## config.mk

```make
export PLATFORM = sky130hd
export DESIGN_NAME = tx_byte_sequencer_flat
export DESIGN_NICKNAME = d
export VERILOG_FILES = /design/src/rtl/tx_byte_sequencer_if.sv /design/src/rtl/tx_byte_sequencer.sv /design/src/flat_wrapper.sv
export SDC_FILE = /design/constraint.sdc
export NUM_CORES = 1
export LEC_CHECK = 0
export ABC_CLOCK_PERIOD_IN_PS = 2100
export CORE_MARGIN = 2
export CORE_UTILIZATION = 39
export DETAILED_ROUTE_END_ITERATION = 8
export SYNTH_ARGS = -nofsm -noshare
export SYNTH_HDL_FRONTEND = slang
export SYNTH_SLANG_ARGS = --single-unit
```

## constraint.sdc

```tcl
create_clock -name clk -period 2.1 [get_ports clk]
set_clock_uncertainty 0.05 [all_clocks]
set_input_delay 0.525 -clock clk [delete_from_list [all_inputs] [get_ports clk]]
set_output_delay 0.525 -clock clk [all_outputs]
set_load 0.05 [all_outputs]
```

## src/rtl/tx_byte_sequencer_if.sv

```systemverilog
// Handshake bundle between the result byte sequencer, the output stage and the UART.
// master = sequencer side, slave = output stage / UART side.
interface tx_byte_sequencer_if;
    logic result_valid;
    logic tx_busy;
    logic register_result32;
    logic send_b0;
    logic send_b1;
    logic send_b2;
    logic send_b3;
    logic tx_start;
    logic seq_busy;
    logic done;
    logic overrun;
    logic ack_err;

    modport master (
        input  result_valid, tx_busy,
        output register_result32, send_b0, send_b1, send_b2, send_b3,
               tx_start, seq_busy, done, overrun, ack_err
    );

    modport slave (
        output result_valid, tx_busy,
        input  register_result32, send_b0, send_b1, send_b2, send_b3,
               tx_start, seq_busy, done, overrun, ack_err
    );
endinterface

```

## src/rtl/tx_byte_sequencer.sv

```systemverilog
// Serialises a latched 32-bit result into four UART bytes with ack timeout and inter-byte gap.
// Optional macro TX_SEQ_MSB_FIRST_EN: send b3..b0 instead of the default b0..b3.
module tx_byte_sequencer #(
    parameter int GAP_CYCLES  = 2,
    parameter int ACK_TIMEOUT = 16
) (
    input  logic                clk,
    input  logic                reset,
    tx_byte_sequencer_if.master bus
);
    localparam int CNT_MAX = (GAP_CYCLES > ACK_TIMEOUT) ? GAP_CYCLES : ACK_TIMEOUT;
    localparam int CW      = $clog2(CNT_MAX + 1) + 1;

    localparam logic [2:0] IDLE      = 3'd0;
    localparam logic [2:0] LATCH     = 3'd1;
    localparam logic [2:0] START     = 3'd2;
    localparam logic [2:0] WAIT_ACK  = 3'd3;
    localparam logic [2:0] WAIT_DONE = 3'd4;
    localparam logic [2:0] GAP       = 3'd5;
    localparam logic [2:0] FINISH    = 3'd6;

    logic [2:0]    state;
    logic [2:0]    state_nxt;
    logic [2:0]    after_byte;
    logic [1:0]    idx;
    logic [1:0]    sel;
    logic [CW-1:0] cnt;
    logic [3:0]    send;
    logic          overrun_q;
    logic          ack_err_q;
    logic          last_byte;
    logic          ack_expired;
    logic          gap_over;
    logic          byte_active;

    assign last_byte = (idx == 2'd3);

    // cnt is cleared on WAIT_ACK entry, so tx_start was cnt+1 cycles ago; leaving
    // on this cycle puts the ack_err pulse exactly ACK_TIMEOUT cycles after tx_start.
    assign ack_expired = (32'(cnt) + 32'd2) >= 32'(ACK_TIMEOUT);
    assign gap_over    = (32'(cnt) + 32'd1) >= 32'(GAP_CYCLES);

    always_comb begin
        if (last_byte)
            after_byte = FINISH;
        else if (GAP_CYCLES == 0)
            after_byte = START;
        else
            after_byte = GAP;
    end

    always_comb begin
        state_nxt = state;
        case (state)
            IDLE:      if (bus.result_valid) state_nxt = LATCH;
            LATCH:     state_nxt = START;
            START:     state_nxt = WAIT_ACK;
            WAIT_ACK: begin
                if (bus.tx_busy)
                    state_nxt = WAIT_DONE;
                else if (ack_expired)
                    state_nxt = after_byte;
            end
            WAIT_DONE: if (!bus.tx_busy) state_nxt = after_byte;
            GAP:       if (gap_over) state_nxt = START;
            FINISH:    state_nxt = IDLE;
            default:   state_nxt = IDLE;
        endcase
    end

    always_ff @(posedge clk) begin
        if (reset) begin
            state     <= IDLE;
            idx       <= 2'd0;
            cnt       <= '0;
            overrun_q <= 1'b0;
            ack_err_q <= 1'b0;
        end else begin
            state     <= state_nxt;
            overrun_q <= bus.result_valid && (state != IDLE);
            ack_err_q <= (state == WAIT_ACK) && !bus.tx_busy && ack_expired;

            // Every START entry except the first one of a word advances to the next byte.
            if (state == LATCH)
                idx <= 2'd0;
            else if (state_nxt == START && idx != 2'd3)
                idx <= idx + 2'd1;

            if (state_nxt != state)
                cnt <= '0;
            else if ((state == WAIT_ACK || state == GAP) && cnt != '1)
                cnt <= cnt + 1'b1;
        end
    end

`ifdef TX_SEQ_MSB_FIRST_EN
    assign sel = 2'd3 - idx;
`else
    assign sel = idx;
`endif

    assign byte_active = (state == START) || (state == WAIT_ACK) || (state == WAIT_DONE);

    always_comb begin
        send = 4'b0000;
        if (byte_active)
            send[sel] = 1'b1;
    end

    assign bus.send_b0           = send[0];
    assign bus.send_b1           = send[1];
    assign bus.send_b2           = send[2];
    assign bus.send_b3           = send[3];
    assign bus.register_result32 = (state == LATCH);
    assign bus.tx_start          = (state == START);
    assign bus.seq_busy          = (state != IDLE);
    assign bus.done              = (state == FINISH);
    assign bus.overrun           = overrun_q;
    assign bus.ack_err           = ack_err_q;
endmodule

```

## src/flat_wrapper.sv

```systemverilog
// flat-port wrapper written by rule: the top's interface ports become plain ports
module tx_byte_sequencer_flat 
#(
    parameter int GAP_CYCLES  = 2,
    parameter int ACK_TIMEOUT = 16
)
  (clk, reset, bus_result_valid, bus_tx_busy, bus_register_result32, bus_send_b0, bus_send_b1, bus_send_b2, bus_send_b3, bus_tx_start, bus_seq_busy, bus_done, bus_overrun, bus_ack_err);
  tx_byte_sequencer_if bus_i ();
  input  logic clk;
  input  logic reset;
  input wire logic [$bits(bus_i.result_valid)-1:0] bus_result_valid;
  input wire logic [$bits(bus_i.tx_busy)-1:0] bus_tx_busy;
  output wire logic [$bits(bus_i.register_result32)-1:0] bus_register_result32;
  output wire logic [$bits(bus_i.send_b0)-1:0] bus_send_b0;
  output wire logic [$bits(bus_i.send_b1)-1:0] bus_send_b1;
  output wire logic [$bits(bus_i.send_b2)-1:0] bus_send_b2;
  output wire logic [$bits(bus_i.send_b3)-1:0] bus_send_b3;
  output wire logic [$bits(bus_i.tx_start)-1:0] bus_tx_start;
  output wire logic [$bits(bus_i.seq_busy)-1:0] bus_seq_busy;
  output wire logic [$bits(bus_i.done)-1:0] bus_done;
  output wire logic [$bits(bus_i.overrun)-1:0] bus_overrun;
  output wire logic [$bits(bus_i.ack_err)-1:0] bus_ack_err;
  assign bus_i.result_valid = bus_result_valid;
  assign bus_i.tx_busy = bus_tx_busy;
  assign bus_register_result32 = bus_i.register_result32;
  assign bus_send_b0 = bus_i.send_b0;
  assign bus_send_b1 = bus_i.send_b1;
  assign bus_send_b2 = bus_i.send_b2;
  assign bus_send_b3 = bus_i.send_b3;
  assign bus_tx_start = bus_i.tx_start;
  assign bus_seq_busy = bus_i.seq_busy;
  assign bus_done = bus_i.done;
  assign bus_overrun = bus_i.overrun;
  assign bus_ack_err = bus_i.ack_err;
  tx_byte_sequencer #(.GAP_CYCLES(GAP_CYCLES), .ACK_TIMEOUT(ACK_TIMEOUT)) u_core (.clk(clk), .reset(reset), .bus(bus_i));
endmodule
```

Yosys cells after proc, flatten, opt, wreduce, memory -nomap -nowiden
Index checks and enable logic that the tools add are counted.
- output and inout port bits: 10
- bits of input ports: 4
- flip-flop bits (word level): 13
- equality and inequality tests: 11
- mux-type cells: 10
- reductions and logical operators: 14
- add/sub/neg operators: 4
- magnitude comparators: 4
- operators by type and width (kind ; number):
    greater-or-equal comparator 32 x 2 -> 1 bit, second input constant ; 1
    greater-or-equal comparator 32 x 5 -> 1 bit, second input constant ; 1
    one-hot mux 3 bit (6 select lines) ; 1
    2-to-1 mux 3 bit ; 5
    == test 3 x 2 -> 1 bit, second input constant ; 3
    == test 3 bit, second input constant ; 3
    adder 6 x 1 -> 7 bit, second input constant ; 1
    adder 6 x 2 -> 7 bit, second input constant ; 1
    adder 6 x 1 -> 6 bit, second input constant ; 1
    logical AND 1 bit ; 6
    != test 6 bit, second input constant ; 1
    2-to-1 mux 4 bit ; 1
    OR reduction 2 bit ; 2
    == test 3 x 1 -> 1 bit, second input constant ; 1
    zero test 3 bit ; 1
    logical OR 1 bit ; 3
    less-than comparator 2 x 3 -> 1 bit, second input constant ; 1
    != test 3 bit ; 1
    nonzero test 3 bit ; 1
    adder 2 x 1 -> 2 bit, second input constant ; 1
    demux 1 bit (select 2 bit) ; 1
    == test 2 bit, second input constant ; 1
    greater-or-equal comparator 2 x 1 -> 1 bit, second input constant ; 1
    2-to-1 mux 2 bit ; 1
    3 further kinds ; 3

Logic depth before layout (Yosys ltp)
Gate-level depths: netlist (run 1).
- depth after elaboration: 7
- gate-level depth with buffers: 7
- gate-level depth less buffers: 7

Worst setup path before layout (run 1)
Ideal clock, no wire load.
- kind: register to output
- start: register u_core.state[1]
- end: output port bus_register_result32
- required time: 1.525 ns
- setup slack: -0.113 ns
- arrival: 1.638 ns
- buffers on the path: 1
- cell stages (with the launch flop): 3
- path through: dfxtp_1 -> clkbuf_1 -> nor3_1
- longest elaborated chain between the ends: 1
- RTL lines (what ; RTL line ; text):
    start: declaration ; tx_byte_sequencer.sv:22 ; logic [2:0] state;
    start signal: assignment ; tx_byte_sequencer.sv:79 ; state <= state_nxt;
    == test 3 x 1 -> 1 bit ; tx_byte_sequencer.sv:114 ; assign bus.register_result32 = (state == LATCH);
    end: declaration ; flat_wrapper.sv:13 ; output wire logic [$bits(bus_i.register_result32)-1:0] bus_register_result32;
Every way passes these cells.

Worst setup path after layout (run 1)
- start: register u_core.state[0]
- end: output port bus_done
- longest elaborated chain between the ends: 1
- RTL lines (what ; RTL line ; text):
    == test 3 bit ; tx_byte_sequencer.sv:117 ; assign bus.done = (state == FINISH);
    end: declaration ; flat_wrapper.sv:20 ; output wire logic [$bits(bus_i.done)-1:0] bus_done;
Every way passes these cells.

==> results of run 1 <==
==> per-layer routing <==
metal / vias up / share of wire / track usage
met2: 21 / 0.49 / 0.3109
met4: 0 / 0.0042 / 0.03741
met5: - / 0 / 0
met3: 3 / 0.029 / 0.04378
met1: 519 / 0.48 / 0.2420
li1: 520 / - / -
==> power groups by stage <==
stage / clock network (W) / logic [W] / registers (W)
global placement: 0 / 0.000253 / 0.000272
detailed placement: 0 / 0.000258 / 0.000273
CTS: 0.000164 / 0.000258 / 0.000267
floorplan: 0 / 0.000145 / 0.000274
finish: 0.000158 / 0.000270 / 0.000269
global route: 0.000180 / 0.000286 / 0.000271
==> cell usage after synthesis (3+ instances only) <==
master,instances
dfxtp_1,13
nor2_1,12
nand2_1,10
ha_1,8
inv_1,7
a21oi_1,4
mux2i_1,4
nor2b_1,4
nor3_1,4
a2111oi_4,3
clkbuf_1,3
nand2b_1,3
nand3_1,3
==> area by class of cell <==
type                       count  share of cell area
clock buffer                   3             0.01403
sequential                    13              0.1652
inverter                       7             0.01871
timing repair buffer          41              0.2541
multi-input combinational     95              0.5214
tap                           30             0.02338
clock inverter                 1            0.003118
==> sequential cells by signal (all words and copies together), names as in the netlist <==
register and flops:
u_core.state 3, u_core.idx 2, u_core.bus.overrun 1, u_core.bus.ack_err 1
u_core.cnt 6
==> stage by stage <==
stage                     setup TNS [ns]  hold WS (ns)
final                                  0        0.4482
after global routing                   0        0.4771
after CTS                              0        0.4641
after detailed placement          -1.382        0.4525
after global placement            -1.052        0.4369
after floorplan                        0        0.4177
==> worst max-delay path, stage by stage, from the launching register on <==
cell and delay [ns]:
dfxtp_2 0.39, buf_4 0.17, clkinvlp_4 0.20, and3_1 0.24, buf_4 0.18
==> logic make-up (layout without fill, tap and decap cells) <==
group | count (synthesis) | in the layout | synth area share
multiplexers | 5 | 5 | 0.04795
buffers and inverters | 13 | 52 | 0.04795
AND/OR/NAND/NOR | 51 | 51 | 0.2643
XOR/XNOR | 4 | 4 | 0.03275
flip-flops | 13 | 13 | 0.2433
adder cells (fa/ha/maj) | 8 | 8 | 0.09357
AO/OA/AOI/OAI | 27 | 27 | 0.2702
==> what timing repair did <==
| item | 4_1_cts | 5_1_grt |
|---|---|---|
| buffers inserted | 0 | 2 |
| pin swaps | 4 | 5 |
| resized for setup | 6 | 14 |
| endpoints found under the setup margin | 6 | 13 |
==> worst max-delay path by stage <==
stage	from	to	cells past startpoint
3_3_place_gp	bus_tx_busy	u_core.cnt[3]	7
4_1_cts	u_core.cnt[0]	u_core.idx[0]	7
3_5_place_dp	bus_tx_busy	u_core.cnt[2]	7
5_1_grt	u_core.state[0]	bus_done	4
6_report	u_core.state[0]	bus_done	4
2_1_floorplan	u_core.state[2]	bus_send_b0	4
==> placed cells by master (no fill, tap or decap), drive strengths merged, types with 4 or more instances in the layout <==
master | Yosys | layout
a21oi | 4 | 4
clkdlybuf4s50 | 0 | 5
dfxtp | 13 | 13
nor3 | 5 | 5
inv | 7 | 6
mux2i | 4 | 4
nor2b | 4 | 4
nor2 | 12 | 12
ha | 8 | 8
buf | 3 | 36
nand2 | 10 | 10
==> key figures, run 1 <==
Hold path
  – Hold endpoint: u_core.state[2]
  – HP Start: u_core.state[0]
  – Cells on Worst Hold Path: 1
  – Hold Crit Class: reg -> reg

Worst setup path
  – Worst Path Required: 1.52 ns
  – Worst R2R End: u_core.cnt[1]
  – R2R Setup Slk: 0.09 ns
  – Worst Reg-to-Reg Cells: 7
  – CP max FO: 8
  – Crit. End Element: output port
  – Startpoint Class: flop
  – Worst r2r src: u_core.cnt[1]
  – Critical Path AT: 1.46 ns
  – CP Class: reg -> out

Power
  – Sequential group share of total power: 0.386
  – Peak VDD IR: 0.5504 mV
  – Tot Pwr: 0.0006966 W
  – Leakage: 0.6075 nW
  – Int Power: 0.0004505 W
  – Gate power share: 0.387
  – Net Switching: 0.0002460 W
  – Cell Pwr Density: 433.9 nW/um^2
  – Switching Fraction: 0.3532
  – Clock network fraction of total power: 0.227

Synthesis
  – Syn_area_per_cell: 8.841 um^2
  – Synth area leader: dfxtp_1
  – EDFF count, synth: 0
  – Synth Cell Area: 1070 um^2
  – Register bit count reported by yosys: 13
  – Ys flop type: dfxtp_1
  – Yosys Warn Count: 0
  – Post-synth top area share: 0.2433
  – Post-Syn Nets: 133
  – Area contributors post-synth: dfxtp_1 (24%), ha_1 (9.4%), a2111oi_4 (7.7%)
  – Unique masters post-synth: 49
  – Register area share after synthesis: 0.2433
  – Synth async-reset ratio: 0
  – Syn Inst Count: 121

CTS
  – Cts bufs inserted: 3
  – CTS tree: yes
  – Clock transition at path regs: 0.08 ns
  – H-tree levels: 1
  – CTS Hold Bufs: 0
  – Clock tree buffer depth: 2
  – Root Buffer: clkbuf_4
  – Sinks on Clock Net: 13
  – Worst-Skew Late Latency: 0.28 ns

Floorplanning
  – Core area: 2545 um^2
  – I/O Pins: 14
  – Die X: 56.38 um
  – Initial core utilization: 0.4204
  – Die ar.: 3178 um^2
  – Die Ht: 56.38 um
  – Rows: 18

Detailed routing
  – Vias per std cell: 5.595
  – First-pass DRT Iterations: 4
  – Post-route ant nets: 0
  – Drt first-iter violations: 25
  – Final wirelength: 2837 um
  – DRC viols: 0
  – Via count: 1063
  – Routed WL per cell: 14.93 um

Timing
  – Minimum clock period: 2.035 ns
  – FMAX: 0.4914 GHz
  – Final hold vios: 0
  – Relative max-transition margin: 0.6592
  – Worst Slack Setup Final: 0.06506 ns
  – Endpoints failing setup: 0
  – Final max-slew violation count: 0
  – Period utilization: 0.9690
  – Least-Margin Pin Slew: 0.4970 ns
  – RSZ-0062 raised after global routing: no

GRT
  – Antenna violations before repair: 0
  – Largest net degree at the start of global routing: 11
  – Global-route wire length before repair: 4623 um
  – Grt ovf: 0
  – Total global-route track usage: 0.1853
  – Vias in the first global route: 1015

Placed design
  – Total placed instance area: 1480 um^2
  – Dpl ws: -0.1865 ns
  – Placed cell count: 184
  – PortBufs: 13
  – Placer Congestion: 0.9228
  – Detailed placement HPWL: 2198 um

Final layout
  – Final-stage net count: 173
  – Post-route cell area: 1605 um^2
  – Area of the multi-input gates: 837.1 um^2
  – Finished Core Util: 0.6308
  – Sequential cell area: 265.3 um^2
  – Fin cells: 190
  – Area Overhead vs Synth: 50.06%
  – Layout cells sized above 1: 0.4500
  – Filler Cell Count: 213
  – N_diodes: 0

Status
  – Outcome: complete, no violations

Flow run
  – Max Cap Viol: 0
No activity file was read; power rests on OpenSTA's default activity.
==> inputs of run 2 (changes only) <==
--- a/config.mk
+++ b/config.mk
@@ -6,7 +6,7 @@
 export NUM_CORES = 1
 export LEC_CHECK = 0
 export ABC_CLOCK_PERIOD_IN_PS = 2100
-export CORE_MARGIN = 2
+export CAP_MARGIN = 20
 export CORE_UTILIZATION = 39
 export DETAILED_ROUTE_END_ITERATION = 8
 export SYNTH_ARGS = -nofsm -noshare
==> key figures, run 2 (synthesis gave the netlist of run 1 again) <==
Floorplanning
  – Core area: 2545 um^2
  – I/O Pins: 14
  – Initial core utilization: 0.4204
  – Die ar.: 2957 um^2
  – Rows: 18
  – Die X: 54.38 um
  – Die Ht: 54.38 um

Detailed routing
  – First-pass DRT Iterations: 4
  – Via count: 1056
  – Final wirelength: 2774 um
  – DRC viols: 0
  – Routed WL per cell: 14.60 um
  – Drt first-iter violations: 30
  – Vias per std cell: 5.558
  – Post-route ant nets: 0

Worst setup path
  – Worst R2R End: u_core.cnt[5]
  – Worst path bufs/invs: 2
  – Cell family with most CP delay: compound AO/OA/AOI/OAI gates
  – R2R Setup Slk: 0.02 ns
  – CP dominant cell by count: buf_4
  – CP max FO: 6
  – CP peak stage delay: 0.41 ns
  – Worst Reg-to-Reg Cells: 8
  – Cells along the critical path: ha_2, buf_4, xnor2_1, a41oi_2, nor4_2, a32oi_2, buf_4, a211oi_2
  – CP Class: reg -> reg
  – Critical Path AT: 2.24 ns
  – Crit. End Element: flop
  – Slowest stage cell, crit path: nor4_2
  – Startpoint Class: flop
  – Worst r2r src: u_core.cnt[0]
  – Worst Path Required: 2.26 ns

Final layout
  – Final-stage net count: 173
  – Biggest register: u_core.cnt
  – Area Overhead vs Synth: 44.80%
  – N_diodes: 0
  – Regs by FF count: u_core.cnt: 6 flops, u_core.state: 3 flops, u_core.idx: 2 flops
  – Fin cells: 190
  – Most common cell after layout, fill and taps aside: buf_4
  – Finished Core Util: 0.6087
  – Layout cells sized above 1: 0.4000
  – Commonest cells after routing, fill and taps aside: buf_4 (29), nor2_1 (12), dfxtp_1 (11)
  – Max reg flops: 6

Power
  – Sequential group share of total power: 0.382
  – Int Power: 0.0004541 W
  – Leakage: 0.5986 nW
  – Gate power share: 0.388
  – Cell Pwr Density: 450.0 nW/um^2
  – Switching Fraction: 0.3486
  – Clock network fraction of total power: 0.230
  – Peak VDD IR: 0.4168 mV
  – Net Switching: 0.0002430 W

GRT
  – Grt ovf: 0
  – Largest net degree at the start of global routing: 11
  – Antenna violations before repair: 0
  – Total global-route track usage: 0.2099
  – Global-route wire length before repair: 4422 um
  – Vias in the first global route: 986

Placed design
  – Placed cell count: 182
  – PortBufs: 13
  – Detailed placement HPWL: 2115 um
  – Placer Congestion: 0.9251

CTS
  – Worst-Skew Late Latency: 0.28 ns
  – Clock tree buffer depth: 2
  – Cts bufs inserted: 3
  – Sinks on Clock Net: 13
  – Root Buffer: clkbuf_4
  – Clock transition at path regs: 0.08 ns
  – CTS Hold Bufs: 0
  – H-tree levels: 1
  – CTS tree: yes

Timing
  – Minimum clock period: 2.080 ns
  – FMAX: 0.4808 GHz
  – Least-Margin Pin Slew: 0.4854 ns
  – Relative max-transition margin: 0.6754
  – RSZ-0062 raised after global routing: yes
  – Final hold vios: 0
  – Final max-slew violation count: 0
  – Endpoints failing setup: 0
  – TNS Setup: 0 ns
  – Period utilization: 0.9904

Status
  – Outcome: complete, no violations

Hold path
  – Cells on Worst Hold Path: 2
  – Hold endpoint: u_core.idx[0]
  – Hold Crit Class: reg -> reg
  – HP Start: u_core.idx[0]

Flow run
  – Max Cap Viol: 0
==> run 2: cell counts in the layout (fill, tap and decap cells not counted) <==
Identical to the previous run, type by type.
==> run 2: worst reg2reg max path, delay by kind of cell (launching register included) <==
family | cells | cell delay, ns
AOI/OAI and AO/OA | 3 | 0.44
buffers and inverters | 2 | 0.32
adders and majority gates | 1 | 0.21
and+or+nand+nor | 1 | 0.41
xor gates and xnor gates | 1 | 0.24
DFF | 1 | 0.35
==> run 2: worst max path at each step <==
| stage | start | endpoint | depth (start not counted) |
|---|---|---|---|
| finish | u_core.cnt[0] | u_core.cnt[5] | 8 |
| CTS | u_core.cnt[0] | u_core.idx[0] | 7 |
| global route | u_core.cnt[0] | u_core.cnt[5] | 8 |
| global placement | bus_tx_busy | u_core.cnt[0] | 7 |
| floorplan | u_core.state[2] | bus_send_b0 | 4 |
| detailed placement | bus_tx_busy | u_core.cnt[0] | 7 |
==> run 2: routing by layer <==
layer | wire length (um) | track usage
met5 | 0 | 0
met2 | 1286 | 0.3211
met4 | 51 | 0.05983
met1 | 1317 | 0.2893
met3 | 118 | 0.05000
==> run 2: area by class of cell <==
cell class	count	area, um^2
multi-input cells	95	783.3
repair buffers	41	407.9
inverters	7	30.03
flip-flops and latches	13	262.8
clock buffers	3	22.52
fillers	213	996.0
clock inverters	1	5.005
well taps	30	37.54
==> run 2: what timing repair did <==
item / in CTS / in global routing
resized for setup: 5 / 3
pin swaps: 5 / 2
endpoints found under the setup margin: 9 / 12
setup buffers: 0 / 4
==> run 2: metrics by stage <==
step           hold WS, ns  instance area [um^2]  total power (W)  setup WS (ns)
6_report            0.4569                  1549        0.0006971        0.02007
5_1_grt             0.4998                  1549        0.0007347       -0.03926
4_1_cts             0.4584                  1505        0.0006908       0.003243
3_5_place_dp        0.4463                  1465        0.0005256        -0.1634
3_3_place_gp        0.4405                  1465        0.0005221        -0.1458
2_1_floorplan       0.4177                  1075        0.0004190        0.02068
==> run 2: power groups by stage <==
stage	Combinational, W	Clock [W]	Sequential (W)
after global routing	0.000290	0.000177	0.000268
after CTS	0.000256	0.000168	0.000266
after detailed placement	0.000254	0	0.000271
final	0.000270	0.000160	0.000266
after floorplan	0.000145	0	0.000274
after global placement	0.000251	0	0.000271
